<file path="config.mk">
export PLATFORM = sky130hd
export DESIGN_NAME = aes_key_schedule_seq
export DESIGN_NICKNAME = d
export VERILOG_FILES = /design/src/rtl/aes_pkg.sv /design/src/rtl/aes_sbox.sv /design/src/rtl/aes_key_schedule_seq.sv
export SDC_FILE = /design/constraint.sdc
export NUM_CORES = 2
export LEC_CHECK = 0
export CELL_PAD_IN_SITES_DETAIL_PLACEMENT = 0
export CELL_PAD_IN_SITES_GLOBAL_PLACEMENT = 1
export CORE_MARGIN = 5
export CORE_UTILIZATION = 46
export DETAILED_ROUTE_END_ITERATION = 10
export MAX_ROUTING_LAYER = met4
export PLACE_DENSITY = 0.95
export RECOVER_POWER = 50
export SYNTH_ARGS = -nofsm -noshare
export SYNTH_HDL_FRONTEND = slang
export SYNTH_SLANG_ARGS = --single-unit
</file>
<file path="constraint.sdc">
create_clock -name clock -period 34.3 [get_ports clock]
set_clock_uncertainty 0.2 [all_clocks]
set_input_delay 6.86 -clock clock [delete_from_list [all_inputs] [get_ports clock]]
set_output_delay 6.86 -clock clock [all_outputs]
set_load 0.03 [all_outputs]
</file>
<file path="src/rtl/aes_pkg.sv">
`default_nettype none
// ============================================================================
// Module      : aes_pkg
// Description : Shared AES constants, types and GF(2^8) helpers.
// Revision    : 1.0 - initial release
// ============================================================================
package aes_pkg;

  localparam int         NUM_ROUNDS = 10;
  localparam logic [7:0] RCON_INIT  = 8'h01;

  // 128-bit key/state word, FIPS-197 column order (w0 in the top 32 bits)
  typedef logic [127:0] aes_block_t;

  typedef enum logic [1:0] {
    KS_IDLE   = 2'd0,
    KS_READY  = 2'd1,
    KS_EXPAND = 2'd2,
    KS_FINAL  = 2'd3
  } ks_state_e;

  function automatic logic [7:0] xtime(input logic [7:0] b);
    return {b[6:0], 1'b0} ^ (b[7] ? 8'h1B : 8'h00);
  endfunction

endpackage
`default_nettype wire

</file>
<file path="src/rtl/aes_sbox.sv">
`default_nettype none
// ============================================================================
// Module      : aes_sbox
// Description : Combinational AES forward S-box (GF inverse + affine map).
// Revision    : 1.0 - initial release
// ============================================================================
module aes_sbox
  import aes_pkg::*;
(
  input  logic [7:0] i_byte,
  output logic [7:0] o_byte
);

  function automatic logic [7:0] gf_mul(input logic [7:0] a, input logic [7:0] b);
    logic [7:0] p;
    logic [7:0] aa;
    p  = 8'h00;
    aa = a;
    for (int i = 0; i < 8; i++) begin
      if (b[i]) p = p ^ aa;
      aa = xtime(aa);
    end
    return p;
  endfunction

  // Multiplicative inverse as a^254; maps 0 to 0 as the S-box requires
  function automatic logic [7:0] gf_inv(input logic [7:0] a);
    logic [7:0] x;
    x = gf_mul(a, a);   // ^2
    x = gf_mul(x, a);   // ^3
    x = gf_mul(x, x);   // ^6
    x = gf_mul(x, a);   // ^7
    x = gf_mul(x, x);   // ^14
    x = gf_mul(x, a);   // ^15
    x = gf_mul(x, x);   // ^30
    x = gf_mul(x, a);   // ^31
    x = gf_mul(x, x);   // ^62
    x = gf_mul(x, a);   // ^63
    x = gf_mul(x, x);   // ^126
    x = gf_mul(x, a);   // ^127
    x = gf_mul(x, x);   // ^254
    return x;
  endfunction

  logic [7:0] w_inv;

  always_comb begin
    w_inv  = gf_inv(i_byte);
    o_byte = w_inv
           ^ {w_inv[6:0], w_inv[7]}
           ^ {w_inv[5:0], w_inv[7:6]}
           ^ {w_inv[4:0], w_inv[7:5]}
           ^ {w_inv[3:0], w_inv[7:4]}
           ^ 8'h63;
  end

endmodule
`default_nettype wire

</file>
<file path="src/rtl/aes_key_schedule_seq.sv">
`default_nettype none
// ============================================================================
// Module      : aes_key_schedule_seq
// Description : On-the-fly AES-128 round-key generator with shared S-boxes.
// Revision    : 1.0 - initial release
// ============================================================================
module aes_key_schedule_seq
  import aes_pkg::*;
#(
  parameter int SBOX_LANES = 2,
  parameter int NUM_ROUNDS = aes_pkg::NUM_ROUNDS
) (
  input  logic         clock,
  input  logic         reset,
  input  logic [127:0] key_in,
  input  logic         load,
  input  logic         next_key,
  output logic [127:0] round_key,
  output logic [3:0]   round_idx,
  output logic         key_valid,
  output logic [127:0] last_key,
  output logic         last_valid,
  output logic         sched_err
);

  localparam int         c_lat       = 4 / SBOX_LANES;
  localparam logic [1:0] c_lane_last = 2'(c_lat - 1);
  localparam logic [3:0] c_last_idx  = 4'(NUM_ROUNDS);

  ks_state_e       r_state, w_next_state;
  aes_block_t      r_round_key, r_last_key;
  logic [3:0]      r_round_idx;
  logic            r_key_valid, r_last_valid, r_sched_err;
  logic [7:0]      r_rcon;
  logic [1:0]      r_lane_cnt;
  logic [3:0][7:0] r_sub, w_sub_next, w_rot;
  logic [7:0]      w_sb_out   [SBOX_LANES];
  logic [1:0]      w_lane_idx [SBOX_LANES];
  logic            w_start, w_commit, w_set_err, w_final;
  logic [31:0]     w_s, w_w0, w_w1, w_w2, w_w3;

  // RotWord(w3); index 3 holds the most significant byte
  assign w_rot = {r_round_key[23:0], r_round_key[31:24]};

  for (genvar j = 0; j < SBOX_LANES; j++) begin : g_lane
    assign w_lane_idx[j] = 2'(int'(r_lane_cnt) * SBOX_LANES + j);
    aes_sbox u_sbox (
      .i_byte (w_rot[~w_lane_idx[j]]),
      .o_byte (w_sb_out[j])
    );
  end

  always_comb begin
    w_sub_next = r_sub;
    for (int j = 0; j < SBOX_LANES; j++) begin
      w_sub_next[~w_lane_idx[j]] = w_sb_out[j];
    end
  end

  assign w_s     = w_sub_next ^ {r_rcon, 24'h000000};
  assign w_w0    = r_round_key[127:96] ^ w_s;
  assign w_w1    = r_round_key[95:64]  ^ w_w0;
  assign w_w2    = r_round_key[63:32]  ^ w_w1;
  assign w_w3    = r_round_key[31:0]   ^ w_w2;
  assign w_final = ((r_round_idx + 4'd1) == c_last_idx);

  always_comb begin
    w_next_state = r_state;
    w_start      = 1'b0;
    w_commit     = 1'b0;
    w_set_err    = 1'b0;
    if (load) begin
      w_next_state = KS_READY;
    end else begin
      case (r_state)
        KS_READY: begin
          if (next_key) begin
            w_start      = 1'b1;
            w_next_state = KS_EXPAND;
          end
        end
        KS_EXPAND: begin
          w_set_err = next_key;
          if (r_lane_cnt == c_lane_last) begin
            w_commit     = 1'b1;
            w_next_state = w_final ? KS_FINAL : KS_READY;
          end
        end
        default: w_set_err = next_key;
      endcase
    end
  end

  always_ff @(posedge clock or negedge reset) begin
    if (!reset) r_state <= KS_IDLE;
    else        r_state <= w_next_state;
  end

  always_ff @(posedge clock or negedge reset) begin
    if (!reset) begin
      r_round_key  <= '0;
      r_round_idx  <= 4'd0;
      r_key_valid  <= 1'b0;
      r_last_key   <= '0;
      r_last_valid <= 1'b0;
      r_sched_err  <= 1'b0;
      r_rcon       <= RCON_INIT;
      r_lane_cnt   <= 2'd0;
      r_sub        <= '0;
    end else if (load) begin
      r_round_key  <= key_in;
      r_round_idx  <= 4'd0;
      r_rcon       <= RCON_INIT;
      r_key_valid  <= 1'b1;
      r_last_valid <= 1'b0;
      r_sched_err  <= 1'b0;
      r_lane_cnt   <= 2'd0;
    end else begin
      if (w_set_err) r_sched_err <= 1'b1;
      if (w_start) begin
        r_key_valid <= 1'b0;
        r_lane_cnt  <= 2'd0;
      end
      if (r_state == KS_EXPAND) begin
        r_sub      <= w_sub_next;
        r_lane_cnt <= r_lane_cnt + 2'd1;
      end
      if (w_commit) begin
        r_round_key <= {w_w0, w_w1, w_w2, w_w3};
        r_round_idx <= r_round_idx + 4'd1;
        r_rcon      <= xtime(r_rcon);
        r_key_valid <= 1'b1;
        if (w_final) begin
          r_last_key   <= {w_w0, w_w1, w_w2, w_w3};
          r_last_valid <= 1'b1;
        end
      end
    end
  end

  assign round_key  = r_round_key;
  assign round_idx  = r_round_idx;
  assign key_valid  = r_key_valid;
  assign last_key   = r_last_key;
  assign last_valid = r_last_valid;
  assign sched_err  = r_sched_err;

endmodule
`default_nettype wire

</file>
# [Yosys cells after proc, flatten, opt, wreduce, memory -nomap -nowiden]
# Index checks and enable logic that the tools add are counted.
[totals] register_bits=307 in_bits=132 word_cells=852
[classes] n_addsub=3 magnitude_cmp=4 eq_ne=6 muxes=431 n_bitwise=383 reduce_logical=12
[op_table] cell="8-bit XOR" n=372
[op_table] cell="8-bit 2-to-1 mux" n=214
[op_table] cell="5-bit 2-to-1 mux" n=183
[op_table] cell="128-bit 2-to-1 mux" n=2
[op_table] cell="32-bit XOR" n=5
[op_table] cell="32-bit bitwise mux" n=2
[op_table] cell="8-bit binary-select mux with 2-bit select" n=2
[op_table] cell="8-bit demux with 2-bit select" n=2
[op_table] cell="1-bit 2-to-1 mux" n=16
[op_table] cell="2-bit 2-to-1 mux" n=7
[op_table] cell="3-bit nonzero test" n=3
[op_table] cell="4-bit 2-to-1 mux" n=2
[op_table] cell="4-bit NOT" n=2
[op_table] cell="8-bit by 5-bit XOR with 8-bit output" n=1
[op_table] cell="2-bit by 3-bit < comparator with 1-bit output, second input constant" n=2
[op_table] cell="3-bit inequality test, second input constant" n=2
[op_table] cell="3-bit AND reduction" n=2
[op_table] cell="2-bit nonzero test" n=3
[op_table] cell="2-bit by 1-bit adder with 2-bit output, second input constant" n=2
[op_table] cell="4-bit by 1-bit adder with 4-bit output, second input constant" n=1
[op_table] cell="2-bit by 1-bit equality test with 1-bit output, second input constant" n=2
[op_table] cell="4-bit equality test, second input constant" n=1
[op_table] cell="2-bit by 1-bit >= comparator with 1-bit output, second input constant" n=2
[op_table] cell="2-bit NOT" n=2
[op_table] cell="other kinds (5)" n=7

# [Logic depth before layout (Yosys ltp)]
[logic_depth] ltp_word=225 mapped_depth=109 depth_no_buf=90

# [Modules after synthesis]
# From an unflattened synthesis, not the netlist that was laid out.
[hier_totals] cells_unflattened=5118 hier_area_um2=43600.6
[modules_own_cells] module="aes_sbox" n_inst=2 cells_per_inst=1796 area_each_um2=14167.3
[modules_own_cells] module="aes_key_schedule_seq" n_inst=1 cells_per_inst=1526 area_each_um2=15265.9

# [Least setup slack after synthesis]
# No wires, ideal clock.
[synth_timing] path_type="reg-to-reg" from="register r_lane_cnt[0]" to="register r_round_key[16] (netlist: round_key[16])" arrival_time_ps=25253 required_time_ps=33971 path_slack_ps=8717 stages_incl_launch_ff=104 path_buffers=18 synth_period_minus_slack_ps=25583 cell_sequence="dfrtp_1 > buf_6 > buf_6 > buf_6 > buf_6 > buf_6 > mux2i_1 > inv_2 > buf_2 > clkbuf_1 > buf_1 > buf_1 > ha_1 > clkbuf_1 > o21ai_0 > o21ai_1 > xnor2_1 > xor3_2 > [68 not listed] > o221ai_1 > xnor2_1 > inv_1 > ha_1 > buf_1 > xnor2_1 > xor2_1 > nand2_1 > xnor2_1 > xnor3_1 > xnor2_2 > xnor3_1 > a21oi_2 > xor2_2 > xnor2_1 > nor2_1 > xnor2_1 > o21ai_1"
[synth_between] elab_chain_len=218 word_cells_on_any_way=795 classes_between="add/sub: 1; order compare: 4; eq/ne: 1; mux: 405; bitwise: 381; reduce/logical: 3"
[synth_lines] element="start, declared" line="aes_key_schedule_seq.sv:35" source="logic [1:0] r_lane_cnt;"
[synth_lines] element="start signal, assigned" line="aes_key_schedule_seq.sv:126" source="r_lane_cnt <= r_lane_cnt + 2'd1;"
[synth_lines] element="2-bit by 1-bit adder with 2-bit output / 2-bit NOT (equally long branches)" line="aes_key_schedule_seq.sv:46, aes_key_schedule_seq.sv:48, aes_key_schedule_seq.sv:56"
[synth_lines] element="2-bit NOT / 8-bit binary-select mux with 2-bit select (equally long branches)" line="aes_key_schedule_seq.sv:48, aes_key_schedule_seq.sv:56"
[synth_lines] element="8-bit binary-select mux with 2-bit select / 8-bit 2-to-1 mux (equally long branches)" line="aes_key_schedule_seq.sv:48" source=".i_byte (w_rot[~w_lane_idx[j]]),"
[synth_lines] element="8-bit 2-to-1 mux (not written as such) (tied with other cells)" line="aes_key_schedule_seq.sv:48"
[synth_lines] element="5-bit 2-to-1 mux (tied with other cells)" line="aes_pkg.sv:23" source="return {b[6:0], 1'b0} ^ (b[7] ? 8'h1B : 8'h00);"
[synth_lines] element="8-bit XOR (tied with other cells)" line="aes_pkg.sv:23"
[synth_lines] element="8-bit XOR / 8-bit 2-to-1 mux (equally long branches)" line="aes_sbox.sv:20" source="if (b[i]) p = p ^ aa;"
[synth_lines] element="8-bit 2-to-1 mux / 8-bit XOR (equally long branches)" line="aes_sbox.sv:20"
[synth_lines] element="[202 not listed]"
[synth_lines] element="32-bit bitwise mux" line="aes_key_schedule_seq.sv:56" source="w_sub_next[~w_lane_idx[j]] = w_sb_out[j];"
[synth_lines] element="32-bit XOR" line="aes_key_schedule_seq.sv:60" source="assign w_s = w_sub_next ^ {r_rcon, 24'h000000};"
[synth_lines] element="32-bit XOR" line="aes_key_schedule_seq.sv:61" source="assign w_w0 = r_round_key[127:96] ^ w_s;"
[synth_lines] element="32-bit XOR" line="aes_key_schedule_seq.sv:62" source="assign w_w1 = r_round_key[95:64] ^ w_w0;"
[synth_lines] element="32-bit XOR" line="aes_key_schedule_seq.sv:63" source="assign w_w2 = r_round_key[63:32] ^ w_w1;"
[synth_lines] element="32-bit XOR" line="aes_key_schedule_seq.sv:64" source="assign w_w3 = r_round_key[31:0] ^ w_w2;"
[synth_lines] element="128-bit 2-to-1 mux" line="aes_key_schedule_seq.sv:128" source="if (w_commit) begin"
[synth_lines] element="128-bit 2-to-1 mux" line="aes_key_schedule_seq.sv:110" source="end else if (load) begin"
[synth_lines] element="end signal, assigned" line="aes_key_schedule_seq.sv:111" source="r_round_key <= key_in;"
[synth_lines] element="end signal, assigned" line="aes_key_schedule_seq.sv:129" source="r_round_key <= {w_w0, w_w1, w_w2, w_w3};"
[synth_lines] element="end, declared" line="aes_key_schedule_seq.sv:31" source="aes_block_t r_round_key, r_last_key;"
# Several ways; a longest one is shown, not always the timed one. The select of a mux whose other input is x is not followed.
# A chain may end at the register's enable or synchronous reset.

# [Worst setup path in the final report]
[layout_timing] from="register r_lane_cnt[0]" to="register r_round_key[17] (netlist: round_key[17])"
# The elaborated chain is that of the path after synthesis.

==> reports/metrics.cfg <==
[sta]
tns_ps=0
timing.slew.headroom_pct=-236
rsz0062_at_grt=false
period_minus_slack_ps=31730
hold_violations=0
tightest_slew_ps=5050
fmax_mhz=31.5
finalSetupViolations=0
fin_crit_sh_pct=92.5
drv_slew=491

[placement]
place_hpwl_mm=115
port_buffers=394
place_inst=6775
place_congestion=0.986

[yosys]
synth_seq_cells=307
synth_ff_type=dfrtp_1
synth-seq-area-share_pct=17.1
synth.top_cells.by_area=xnor2_1 17%, dfrtp_1 17%, xnor3_1 11%
synthArstFlopShare_pct=100
yosys_warnings=0
synth_top_cell_area_share_pct=17.1
avgSynthCellArea_sq_um=8.33
synth_fp_nets=5557
syn_inst=5408
synth_area_leader_cell=xnor2_1
yosysUniqueCellTypes=122
synth_area_sq_um=45100
synth_edf_count=0

[critical_path]
startpoint_type=register
crit_cells=86
path_common_cell=xnor3_1
crit_type=reg2reg
cp_num_buf_inv=13
timing.rr.end=round_key[17]
crit_fanout=38
end_kind=register
r2r_cells=86
cp-startpoint=r_lane_cnt[0]
crit_path_max_incr_delay_ps=970
r2r_slack_ps=2570
worst_path_max_delay_cell=xnor2_1
r2r_start=r_lane_cnt[0]
endpoint=round_key[17]
cp_top_family=XOR/XNOR gates
arrival_ps=31800
cp.required_ps=34370

[finish]
stdcell_count=6855
layout.nets=5686
fill_cells=8955
syn2layout_area_growth_pct=13.0
drive_above_1_share_pct=6.87

[clocking]
clk_path_buf_depth=3
clock_latency_ps=550
clock-root-buffer=clkbuf_16
cts_resized=0
clkTransAtPathRegs_ps=60
htreeDepth=2
clock_sinks=307
cts_buffers=36
postCtsSetupBuffers=0
cts_tree=yes
ctsHoldBuffers=0

[route]
vias=41400
drc=0
viasPerCell=6.05
drt-initial-drc-count=4959
wire_per_inst_um=23.1
dr.pass1.iters=9
routed_wl_mm=158
postRouteAntennaNets=0

[global_route]
antenna_found_initial=15
gr-total-overflow=0
grt_pass1_vias=39000
grt_pass1_wl_mm=240
grt_use_total_pct=29.9
grt_max_degree=99

[floorplanning]
pin_count=395
die_h_um=323
die_area_sq_um=104000
die_w_um=323
initial_core_util_pct=46.5
row_count=114
core_sq_um=97000

[run_status]
violations=max-capacitance violations, max-slew violations
outcome=finished with violations

[worst_hold_path]
min_path_type=reg2reg
hold_depth=2

[job]
cap_viol_max_count=7

==> how the worst min path moves through the flow <==
stage                       from            to  slack (ps)
CTS                 last_key[26]  last_key[26]         280
floorplan              r_sub[12]     r_sub[12]         250
global placement    last_key[97]  last_key[97]         260
global route        last_key[42]  last_key[42]         300
detailed placement     r_sub[11]     r_sub[11]         270
finish              last_key[26]  last_key[26]         270
==> per-stage QoR <==
stage          cell area, sq um  util, %  setup WS [ps]  hold WS [ps]
6_report                  50900     52.5           2570           270
5_1_grt                   50900     52.5            531           299
4_1_cts                   50900     52.5           3020           281
3_5_place_dp              49700     51.3           3130           270
3_3_place_gp              49700     51.3           3450           260
2_1_floorplan             45100        -           8720           246
==> registers in the layout (all words and copies together) (netlist names) <==
| name | flops |
|---|---|
| round_key | 128 |
| r_lane_cnt | 2 |
| r_sub | 32 |
| key_valid | 1 |
| round_idx | 4 |
| sched_err | 1 |
| last_key | 128 |
| r_state | 2 |
| last_valid | 1 |
| r_rcon | 8 |
==> tightest hold or removal path, stage by stage (launching register included) <==
cell and delay, ps:
dfrtp_1 330, nand2_1 50, o21ai_0 60
==> final cells by class <==
class / count / area (sq um) / share of cell area [%]
Inverter: 71 / 267 / 0.523
Timing Repair Buffer: 483 / 4580 / 9.00
Clock inverter: 16 / 149 / 0.292
Multi-Input combinational cell: 4638 / 35600 / 69.9
Clock buffer: 48 / 1030 / 2.02
Antenna cell: 16 / 40.0 / 0.0786
Sequential cell: 307 / 7690 / 15.1
Tap cell: 1276 / 1600 / 3.14
==> placed cells by master (no fill, tap or decap), drive strengths merged, types with 99 or more instances in the layout <==
cell type / Yosys / layout
nor2: 617 / 617
xnor2: 926 / 926
mux2i: 134 / 134
xor2: 340 / 340
xnor3: 235 / 235
dlygate4sd3: 0 / 113
a21oi: 197 / 197
nand2: 688 / 688
clkdlybuf4s50: 0 / 279
nand3: 99 / 99
dfrtp: 306 / 306
o21ai: 386 / 386
==> metal layers <==
metal,share of wire (%),vias to the layer above,wire length [um],track usage (%)
li1,-,18900,-,-
met3,10,387,16400,6.32
met5,0,-,0,-
met1,41,20000,64200,39.6
met4,4.7,0,7360,12.1
met2,44,2133,70300,44.8
==> Yosys cell counts, types with 39 or more instances <==
cell      count
o22ai_1      58
dfrtp_1     306
clkbuf_1    255
nor3_1       82
xnor2_1     881
a21oi_1     191
buf_2        72
and2_1       42
nor2_1      613
xor2_1      321
nand3_1      99
inv_1        52
mux2_2       64
xnor2_2      39
o21ai_0     311
o21ai_1      73
xnor3_1     223
mux2i_1     124
nand2_1     687
==> logic make-up after synthesis <==
| group | after synthesis | share of synthesized area (%) |
|---|---|---|
| compound gates | 1095 | 16.0 |
| xor+xnor | 1542 | 39.8 |
| fa+ha+maj | 17 | 0.472 |
| buf+inv | 463 | 4.40 |
| flops | 307 | 17.1 |
| mux | 205 | 4.95 |
| simple gates | 1779 | 17.3 |
Power is not shown: default switching activity piles up to over one toggle a cycle in this logic, so the estimate is an artifact.
